### config.mk
export PLATFORM = sky130hd
export DESIGN_NAME = fir_stream_analyzer_flat
export DESIGN_NICKNAME = d
export VERILOG_FILES = /design/src/rtl/fir_stream_analyzer_if.sv /design/src/rtl/fir_stream_analyzer.sv /design/src/flat_wrapper.sv
export SDC_FILE = /design/constraint.sdc
export NUM_CORES = 2
export LEC_CHECK = 0
export CAP_MARGIN = 5
export CORE_MARGIN = 2
export CORE_UTILIZATION = 58
export CTS_BUF_LIST = sky130_fd_sc_hd__clkbuf_16
export DETAILED_ROUTE_END_ITERATION = 6
export PLACE_DENSITY = 0.8
export SLEW_MARGIN = 20
export SYNTH_ARGS = -nofsm -noshare
export SYNTH_HDL_FRONTEND = slang
export SYNTH_SLANG_ARGS = --single-unit
### constraint.sdc
create_clock -name clk -period 11.2 [get_ports clk]
set_clock_uncertainty 0.15 [all_clocks]
set_input_delay 2.24 -clock clk [delete_from_list [all_inputs] [get_ports clk]]
set_output_delay 2.24 -clock clk [all_outputs]
set_load 0.05 [all_outputs]
### src/rtl/fir_stream_analyzer_if.sv
// fir_stream_analyzer_if: sample stream, coefficient bank and frame-peak bundle for fir_stream_analyzer
interface fir_stream_analyzer_if #(parameter int DW = 16, TAPS = 32, CW = 20, FRAME = 16);
   logic data_valid, data_ready, flush, coef_we, fir_valid, fir_primed, busy, frame_valid;
   logic signed [DW-1:0] data, fir_d;
   logic [$clog2(TAPS/2)-1:0] coef_addr;
   logic signed [CW-1:0] coef_wdata;
   logic [$clog2(FRAME)-1:0] frame_peak_idx;
   logic [DW-1:0] frame_peak_val;
   modport master(output data_valid, data, flush, coef_we, coef_addr, coef_wdata,
                  input data_ready, fir_valid, fir_d, fir_primed, busy, frame_valid, frame_peak_idx, frame_peak_val);
   modport slave(input data_valid, data, flush, coef_we, coef_addr, coef_wdata,
                 output data_ready, fir_valid, fir_d, fir_primed, busy, frame_valid, frame_peak_idx, frame_peak_val);
endinterface

### src/rtl/fir_stream_analyzer.sv
// fir_stream_analyzer: symmetric FIR with one time-multiplexed pre-add MAC, output saturation and per-frame peak tracking
module fir_stream_analyzer #(parameter int DW = 16, TAPS = 32, CW = 20, FRAC = 16, FRAME = 16) (
   input logic clk,
   input logic rst,
   fir_stream_analyzer_if.slave s
);
   localparam int H = TAPS/2, AW = $clog2(H), XW = $clog2(TAPS), IW = $clog2(FRAME), NW = $clog2(TAPS+1);
   localparam int PW = DW+1+CW, ACW = PW+AW;
   localparam logic signed [ACW-1:0] HI = ACW'((2**(DW-1))-1), LO = ~HI;
   typedef enum logic [1:0] {IDLE, MAC, OUT} state_t;
   state_t st, nx;
   logic signed [DW-1:0] x [TAPS];
   logic signed [CW-1:0] c [H];
   logic signed [ACW-1:0] acc, sh;
   logic signed [DW:0] pa;
   logic signed [PW-1:0] pr;
   logic signed [DW-1:0] y;
   logic [DW-1:0] peak, mag;
   logic [AW-1:0] k;
   logic [XW-1:0] rk;
   logic [NW-1:0] cnt;
   logic [IW-1:0] idx, pidx;
   logic accept, upd, last;
   assign s.data_ready = st == IDLE && !s.flush;
   assign s.busy = st != IDLE;
   assign s.fir_primed = cnt == NW'(TAPS);
   always_comb begin
      accept = st == IDLE && s.data_valid && !s.flush;
      rk = XW'(TAPS-1) - XW'(k);
      pa = (DW+1)'(x[k]) + (DW+1)'(x[rk]);
      pr = PW'(pa) * PW'(c[k]);
      sh = acc >>> FRAC;
      y = sh > HI ? DW'(HI) : sh < LO ? DW'(LO) : DW'(sh);
      mag = y == DW'(LO) ? DW'(HI) : y[DW-1] ? DW'(-y) : DW'(y);
      upd = idx == '0 || mag > peak;
      last = idx == IW'(FRAME-1);
      nx = s.flush ? IDLE : st == IDLE ? (accept ? MAC : IDLE) : st == MAC ? (k == AW'(H-1) ? OUT : MAC) : IDLE;
   end
   always_ff @(posedge clk or negedge rst)
      if (!rst) begin
         st <= IDLE;
         acc <= '0;
         k <= '0;
         cnt <= '0;
         idx <= '0;
         pidx <= '0;
         peak <= '0;
         s.fir_valid <= 1'b0;
         s.frame_valid <= 1'b0;
         s.fir_d <= '0;
         s.frame_peak_idx <= '0;
         s.frame_peak_val <= '0;
         for (int i = 0; i < TAPS; i++) x[i] <= '0;
         for (int i = 0; i < H; i++) c[i] <= '0;
      end else begin
         st <= nx;
         s.fir_valid <= 1'b0;
         s.frame_valid <= 1'b0;
         if (s.coef_we && st == IDLE) c[s.coef_addr] <= s.coef_wdata;
         if (s.flush) begin
            for (int i = 0; i < TAPS; i++) x[i] <= '0;
            cnt <= '0;
            idx <= '0;
            pidx <= '0;
            peak <= '0;
         end else if (accept) begin
            x[0] <= s.data;
            for (int i = 1; i < TAPS; i++) x[i] <= x[i-1];
            acc <= '0;
            k <= '0;
            if (cnt != NW'(TAPS)) cnt <= cnt + NW'(1);
         end else if (st == MAC) begin
            acc <= acc + ACW'(pr);
            k <= k + AW'(1);
         end else if (st == OUT && s.fir_primed) begin
            s.fir_valid <= 1'b1;
            s.fir_d <= y;
            idx <= idx + IW'(1);
            if (upd) begin
               peak <= mag;
               pidx <= idx;
            end
            if (last) begin
               s.frame_valid <= 1'b1;
               s.frame_peak_idx <= upd ? idx : pidx;
               s.frame_peak_val <= upd ? mag : peak;
            end
         end
      end
endmodule

### src/flat_wrapper.sv
// flat-port wrapper written by rule: the top's interface ports become plain ports
module fir_stream_analyzer_flat 
#(parameter int DW = 16, TAPS = 32, CW = 20, FRAC = 16, FRAME = 16)
  (clk, rst, s_data_valid, s_data, s_flush, s_coef_we, s_coef_addr, s_coef_wdata, s_data_ready, s_fir_valid, s_fir_d, s_fir_primed, s_busy, s_frame_valid, s_frame_peak_idx, s_frame_peak_val);
  fir_stream_analyzer_if #(.DW(DW), .TAPS(TAPS), .CW(CW), .FRAME(FRAME)) s_i ();
  input logic clk;
  input logic rst;
  input wire logic [$bits(s_i.data_valid)-1:0] s_data_valid;
  input wire logic [$bits(s_i.data)-1:0] s_data;
  input wire logic [$bits(s_i.flush)-1:0] s_flush;
  input wire logic [$bits(s_i.coef_we)-1:0] s_coef_we;
  input wire logic [$bits(s_i.coef_addr)-1:0] s_coef_addr;
  input wire logic [$bits(s_i.coef_wdata)-1:0] s_coef_wdata;
  output wire logic [$bits(s_i.data_ready)-1:0] s_data_ready;
  output wire logic [$bits(s_i.fir_valid)-1:0] s_fir_valid;
  output wire logic [$bits(s_i.fir_d)-1:0] s_fir_d;
  output wire logic [$bits(s_i.fir_primed)-1:0] s_fir_primed;
  output wire logic [$bits(s_i.busy)-1:0] s_busy;
  output wire logic [$bits(s_i.frame_valid)-1:0] s_frame_valid;
  output wire logic [$bits(s_i.frame_peak_idx)-1:0] s_frame_peak_idx;
  output wire logic [$bits(s_i.frame_peak_val)-1:0] s_frame_peak_val;
  assign s_i.data_valid = s_data_valid;
  assign s_i.data = s_data;
  assign s_i.flush = s_flush;
  assign s_i.coef_we = s_coef_we;
  assign s_i.coef_addr = s_coef_addr;
  assign s_i.coef_wdata = s_coef_wdata;
  assign s_data_ready = s_i.data_ready;
  assign s_fir_valid = s_i.fir_valid;
  assign s_fir_d = s_i.fir_d;
  assign s_fir_primed = s_i.fir_primed;
  assign s_busy = s_i.busy;
  assign s_frame_valid = s_i.frame_valid;
  assign s_frame_peak_idx = s_i.frame_peak_idx;
  assign s_frame_peak_val = s_i.frame_peak_val;
  fir_stream_analyzer #(.DW(DW), .TAPS(TAPS), .CW(CW), .FRAC(FRAC), .FRAME(FRAME)) u_core (.clk(clk), .rst(rst), .s(s_i));
endmodule
==> impl_metrics.sql <==
INSERT INTO impl_metrics (metric_group, metric, value, unit) VALUES
('route', 'drt-vias-per-instance', '6.33', ''),
('clocking', 'cts_buffers', '96', ''),
('min_path', 'min_delay_worst_endpoint', 'u_core.s.frame_peak_val[15]', ''),
('sta', 'finalCriticalPeriod', '10.73', 'ns'),
('critical_path', 'reg2reg_depth', '31', ''),
('yosys', 'synth.net_count', '5125', ''),
('critical_path', 'timing.setup.critical_path_class', 'reg2reg', ''),
('clocking', 'clkSlewWorstSetupHoldPaths', '0.06', 'ns'),
('power', 'power_leakage', '29.0', 'nW'),
('sta', 'whs', '0.325', 'ns'),
('clocking', 'worstSkewPairLatency', '0.71', 'ns'),
('power', 'power_density_normalized_to_cell_area', '200', 'nW/um^2'),
('critical_path', 'crit_path_max_fanout', '21', ''),
('placement', 'routabilityCongestion', '0.930', ''),
('floorplan', 'floorplan.die.height', '317', 'um'),
('min_path', 'timing.hold.worst_path_depth', '2', ''),
('global_route', 'sum_of_overflow_across_all_layers_after_global_routing', '0', ''),
('route', 'drt.antenna.violating_nets', '0', ''),
('sta', 'fin_setup_tns', '0', 'ns'),
('yosys', 'synth_top_flop_cell', 'dfrtp_1', ''),
('critical_path', 'crit_path_top_delay_cell', 'dfrtp_4', ''),
('floorplan', 'core.rowCount', '114', ''),
('power', 'vdd_ir_drop_max', '0.158', 'mV'),
('min_path', 'hold_path_startpoint', 'u_core.s.frame_peak_val[15]', ''),
('min_path', 'worstHoldPathType', 'reg2reg', ''),
('placement', 'post_place_instance_area', '59000', 'um^2'),
('placement', 'io_port_bufs', '85', ''),
('route', 'num_vias', '36812', ''),
('critical_path', 'critical_path.most_common_cell', 'fa_1', ''),
('clocking', 'tritoncts', 'yes', ''),
('clocking', 'post_cts_hold_buffer_count', '0', ''),
('placement', 'detailedPlacementHpwl', '82.8', 'mm'),
('cells_and_area', 'fraction_of_final_layout_cells_with_drive_strength_greater_than_1', '0.187', ''),
('global_route', 'grt_first_pass_wirelength', '211', 'mm'),
('sta', 'rsz0062_at_grt', 'no', ''),
('power', 'fin_total_pwr', '12.5', 'mW'),
('yosys', 'syn-cell-area', '56900', 'um^2'),
('global_route', 'global_route.usage.total', '0.265', ''),
('yosys', 'postSynthAreaPerCell', '12.6', 'um^2'),
('floorplan', 'initial_utilization', '0.587', ''),
('yosys', 'synth.yosys.warnings', '0', ''),
('sta', 'finalMaxSlewViolations', '0', ''),
('job', 'maxCapViolations', '0', ''),
('route', 'drt_iter0_drc', '3667', ''),
('floorplan', 'design.core.area', '97000', 'um^2'),
('critical_path', 'critical_path.max_stage_delay', '0.70', 'ns'),
('global_route', 'grt_pass1_vias', '38105', ''),
('yosys', 'async_reset_ff_frac', '1.00', ''),
('yosys', 'synth_seq_area_share', '0.416', ''),
('clocking', 'ctsLongestPathBuffers', '3', ''),
('route', 'wl_per_cell', '22.1', 'um'),
('critical_path', 'critPathLaunchType', 'register', ''),
('global_route', 'maximum_number_of_pins_on_one_net_before_global_route_repair', '186', ''),
('critical_path', 'timing.rr.end', 'u_core.acc[37]', ''),
('route', 'routed_wl', '129', 'mm'),
('floorplan', 'boundaryPins', '86', ''),
('global_route', 'number_of_antenna_violations_at_the_first_check_in_global_routing', '5', ''),
('critical_path', 'worstSetupEndpointType', 'register', ''),
('clocking', 'deepest_level_of_the_cts_h_tree', '3', ''),
('route', 'drt_pre_antenna_iters', '6', ''),
('yosys', 'synth_enable_flop_cells', '0', ''),
('sta', 'layout_worst_path_cycle_share', '0.958', ''),
('yosys', 'synth_seq_cells', '947', ''),
('critical_path', 'regToRegStartpoint', 'u_core.k[0]', ''),
('critical_path', 'timing.critical_path.arrival', '11.17', 'ns'),
('sta', 'finalSetupViolations', '0', ''),
('outcome', 'run_status', 'finished clean', ''),
('sta', 'achievable-frequency', '93.2', 'MHz'),
('critical_path', 'crit_required', '11.64', 'ns'),
('cells_and_area', 'layout.nets', '5066', ''),
('floorplan', 'die_w', '317', 'um'),
('route', 'drcViolationCount', '0', ''),
('floorplan', 'die_area', '101000', 'um^2'),
('sta', 'relative_slew_slack', '0.286', ''),
('clocking', 'cts_root_cell', 'clkbuf_16', ''),
('cells_and_area', 'post-route-cell-area', '62400', 'um^2'),
('sta', 'timing.final.hold_violations', '0', ''),
('clocking', 'clock-sinks', '947', ''),
('yosys', 'synth_instances', '4511', ''),
('critical_path', 'setup.reg_to_reg.worst_slack', '0.47', 'ns'),
('yosys', 'yosys.cell_types.count', '69', ''),
('clocking', 'cts.repair_timing.setup_buffer_count', '0', ''),
('cells_and_area', 'area.growth.synth_to_final', '9.53', '%'),
('sta', 'worst_pin_slew', '1.04', 'ns');
[how the worst max path moves through the flow]
stage | start | to | slack [ns] | cells past startpoint
CTS | u_core.k[0] | u_core.acc[37] | 0.01 | 29
detailed placement | u_core.k[0] | u_core.acc[37] | -0.07 | 31
global route | u_core.k[0] | u_core.acc[37] | 0.04 | 31
floorplan | u_core.k[0] | u_core.acc[37] | 0.71 | 36
global placement | u_core.k[0] | u_core.acc[37] | 0.28 | 31
finish | u_core.k[0] | u_core.acc[37] | 0.47 | 31
[critical path: cells and delay by family, from the launching register on]
family / cells / cell delay [ns]
AOI/OAI and AO/OA: 11 / 3.16
buffers and inverters: 4 / 0.46
muxes: 2 / 1.05
DFF: 1 / 0.70
and+or+nand+nor: 4 / 0.78
adders and majority gates: 9 / 4.12
xor gates and xnor gates: 1 / 0.14
[Yosys cell counts (6+ instances only)]
| cell | instances | area, um^2 |
|---|---|---|
| clkbuf_1 | 284 | 1070 |
| buf_2 | 25 | 125 |
| nand2b_1 | 15 | 93.8 |
| nor2_1 | 95 | 357 |
| nand4_1 | 17 | 106 |
| o211ai_1 | 7 | 52.6 |
| a21o_1 | 15 | 113 |
| nor4_1 | 6 | 37.5 |
| and3_1 | 22 | 138 |
| or3_1 | 13 | 81.3 |
| a31oi_1 | 6 | 37.5 |
| xor2_1 | 17 | 149 |
| nand3_1 | 15 | 75.1 |
| xnor2_1 | 42 | 368 |
| nor3_1 | 21 | 105 |
| mux4_2 | 259 | 5830 |
| a22o_1 | 535 | 4690 |
| fa_1 | 415 | 8310 |
| a32o_1 | 6 | 60.1 |
| o21ai_0 | 102 | 510 |
| mux2_2 | 322 | 3630 |
| o21a_1 | 13 | 97.6 |
| inv_1 | 510 | 1910 |
| mux2i_1 | 25 | 250 |
| ha_1 | 154 | 1930 |
| dfrtp_1 | 947 | 23700 |
| nand2_1 | 329 | 1230 |
| o31ai_1 | 6 | 45.0 |
| a21oi_1 | 67 | 335 |
| and2_1 | 95 | 594 |
| nor2b_1 | 26 | 163 |
| a211oi_1 | 12 | 90.1 |
| o21bai_1 | 10 | 75.1 |
| buf_1 | 13 | 48.8 |
[final cells by class]
cell class	count	area [um^2]
clock inverter	82	851
timing repair buffer	167	1660
antenna	2	5.00
fill	6939	34600
multi-input combinational	2729	30200
sequential	947	23700
inverter	511	1920
clock buffer	97	2430
tap	1276	1600
[routing by layer]
layer / global-route usage / wire (um)
met1: 0.387 / 55200
met2: 0.417 / 62000
met3: 0.0392 / 7870
met4: 0.0831 / 3610
met5: 0 / 27
[cells by family after synthesis]
family                   Yosys count  share of synthesized area
AO/OA/AOI/OAI                    827                      0.114
XOR/XNOR                          59                    0.00908
buffers and inverters            835                     0.0558
adder cells (fa/ha/maj)          569                      0.180
multiplexers                     606                      0.171
flip-flops                       947                      0.416
AND/OR/NAND/NOR                  668                     0.0544
[sequential cells by signal, summed over array words and instances, names as in the netlist]
name                     count
u_core.c                   320
u_core.acc                  41
u_core.s.frame_valid         1
u_core.s.frame_peak_idx      4
u_core.s.frame_peak_val     16
u_core.cnt                   6
u_core.k                     4
u_core.idx                   4
u_core.s.fir_d              16
u_core.st                    2
u_core.s.fir_valid           1
u_core.peak                 16
u_core.x                   512
u_core.pidx                  4
[power by group]
group	internal, mW	total [mW]	switching [mW]	leakage [nW]
sequential	3.77	4.05	0.281	12.7
combinational	2.08	5.07	2.99	14.6
clock	1.93	3.34	1.40	1.68
[cell usage in the layout, fill, tap and decap left out, drive strengths merged, types with 83 or more instances in the layout]
cell type and count:
a22o 535, and2 95, buf 83, clkbuf 97, clkdlybuf4s50 84, dfrtp 947, fa 415, ha 154
inv 539, mux2 322, mux4 259, nand2 329, nor2 95, o21ai 108
[repair_timing]
action / in CTS / in global routing
pin swaps: 0 / 0
gates resized for setup: 1 / 5
setup endpoints to repair: 2 / 6
endpoints found under the hold margin: 0 / 0
[stage by stage]
step / instances / setup WS (ns) / util
floorplan: 4511 / 0.712 / -
global placement: 5627 / 0.282 / 0.608
detailed placement: 5627 / -0.0679 / 0.608
CTS: 5806 / 0.0133 / 0.642
global route: 5811 / 0.0378 / 0.643
finish: 5811 / 0.472 / 0.643
(Power assumes the default switching activity.)
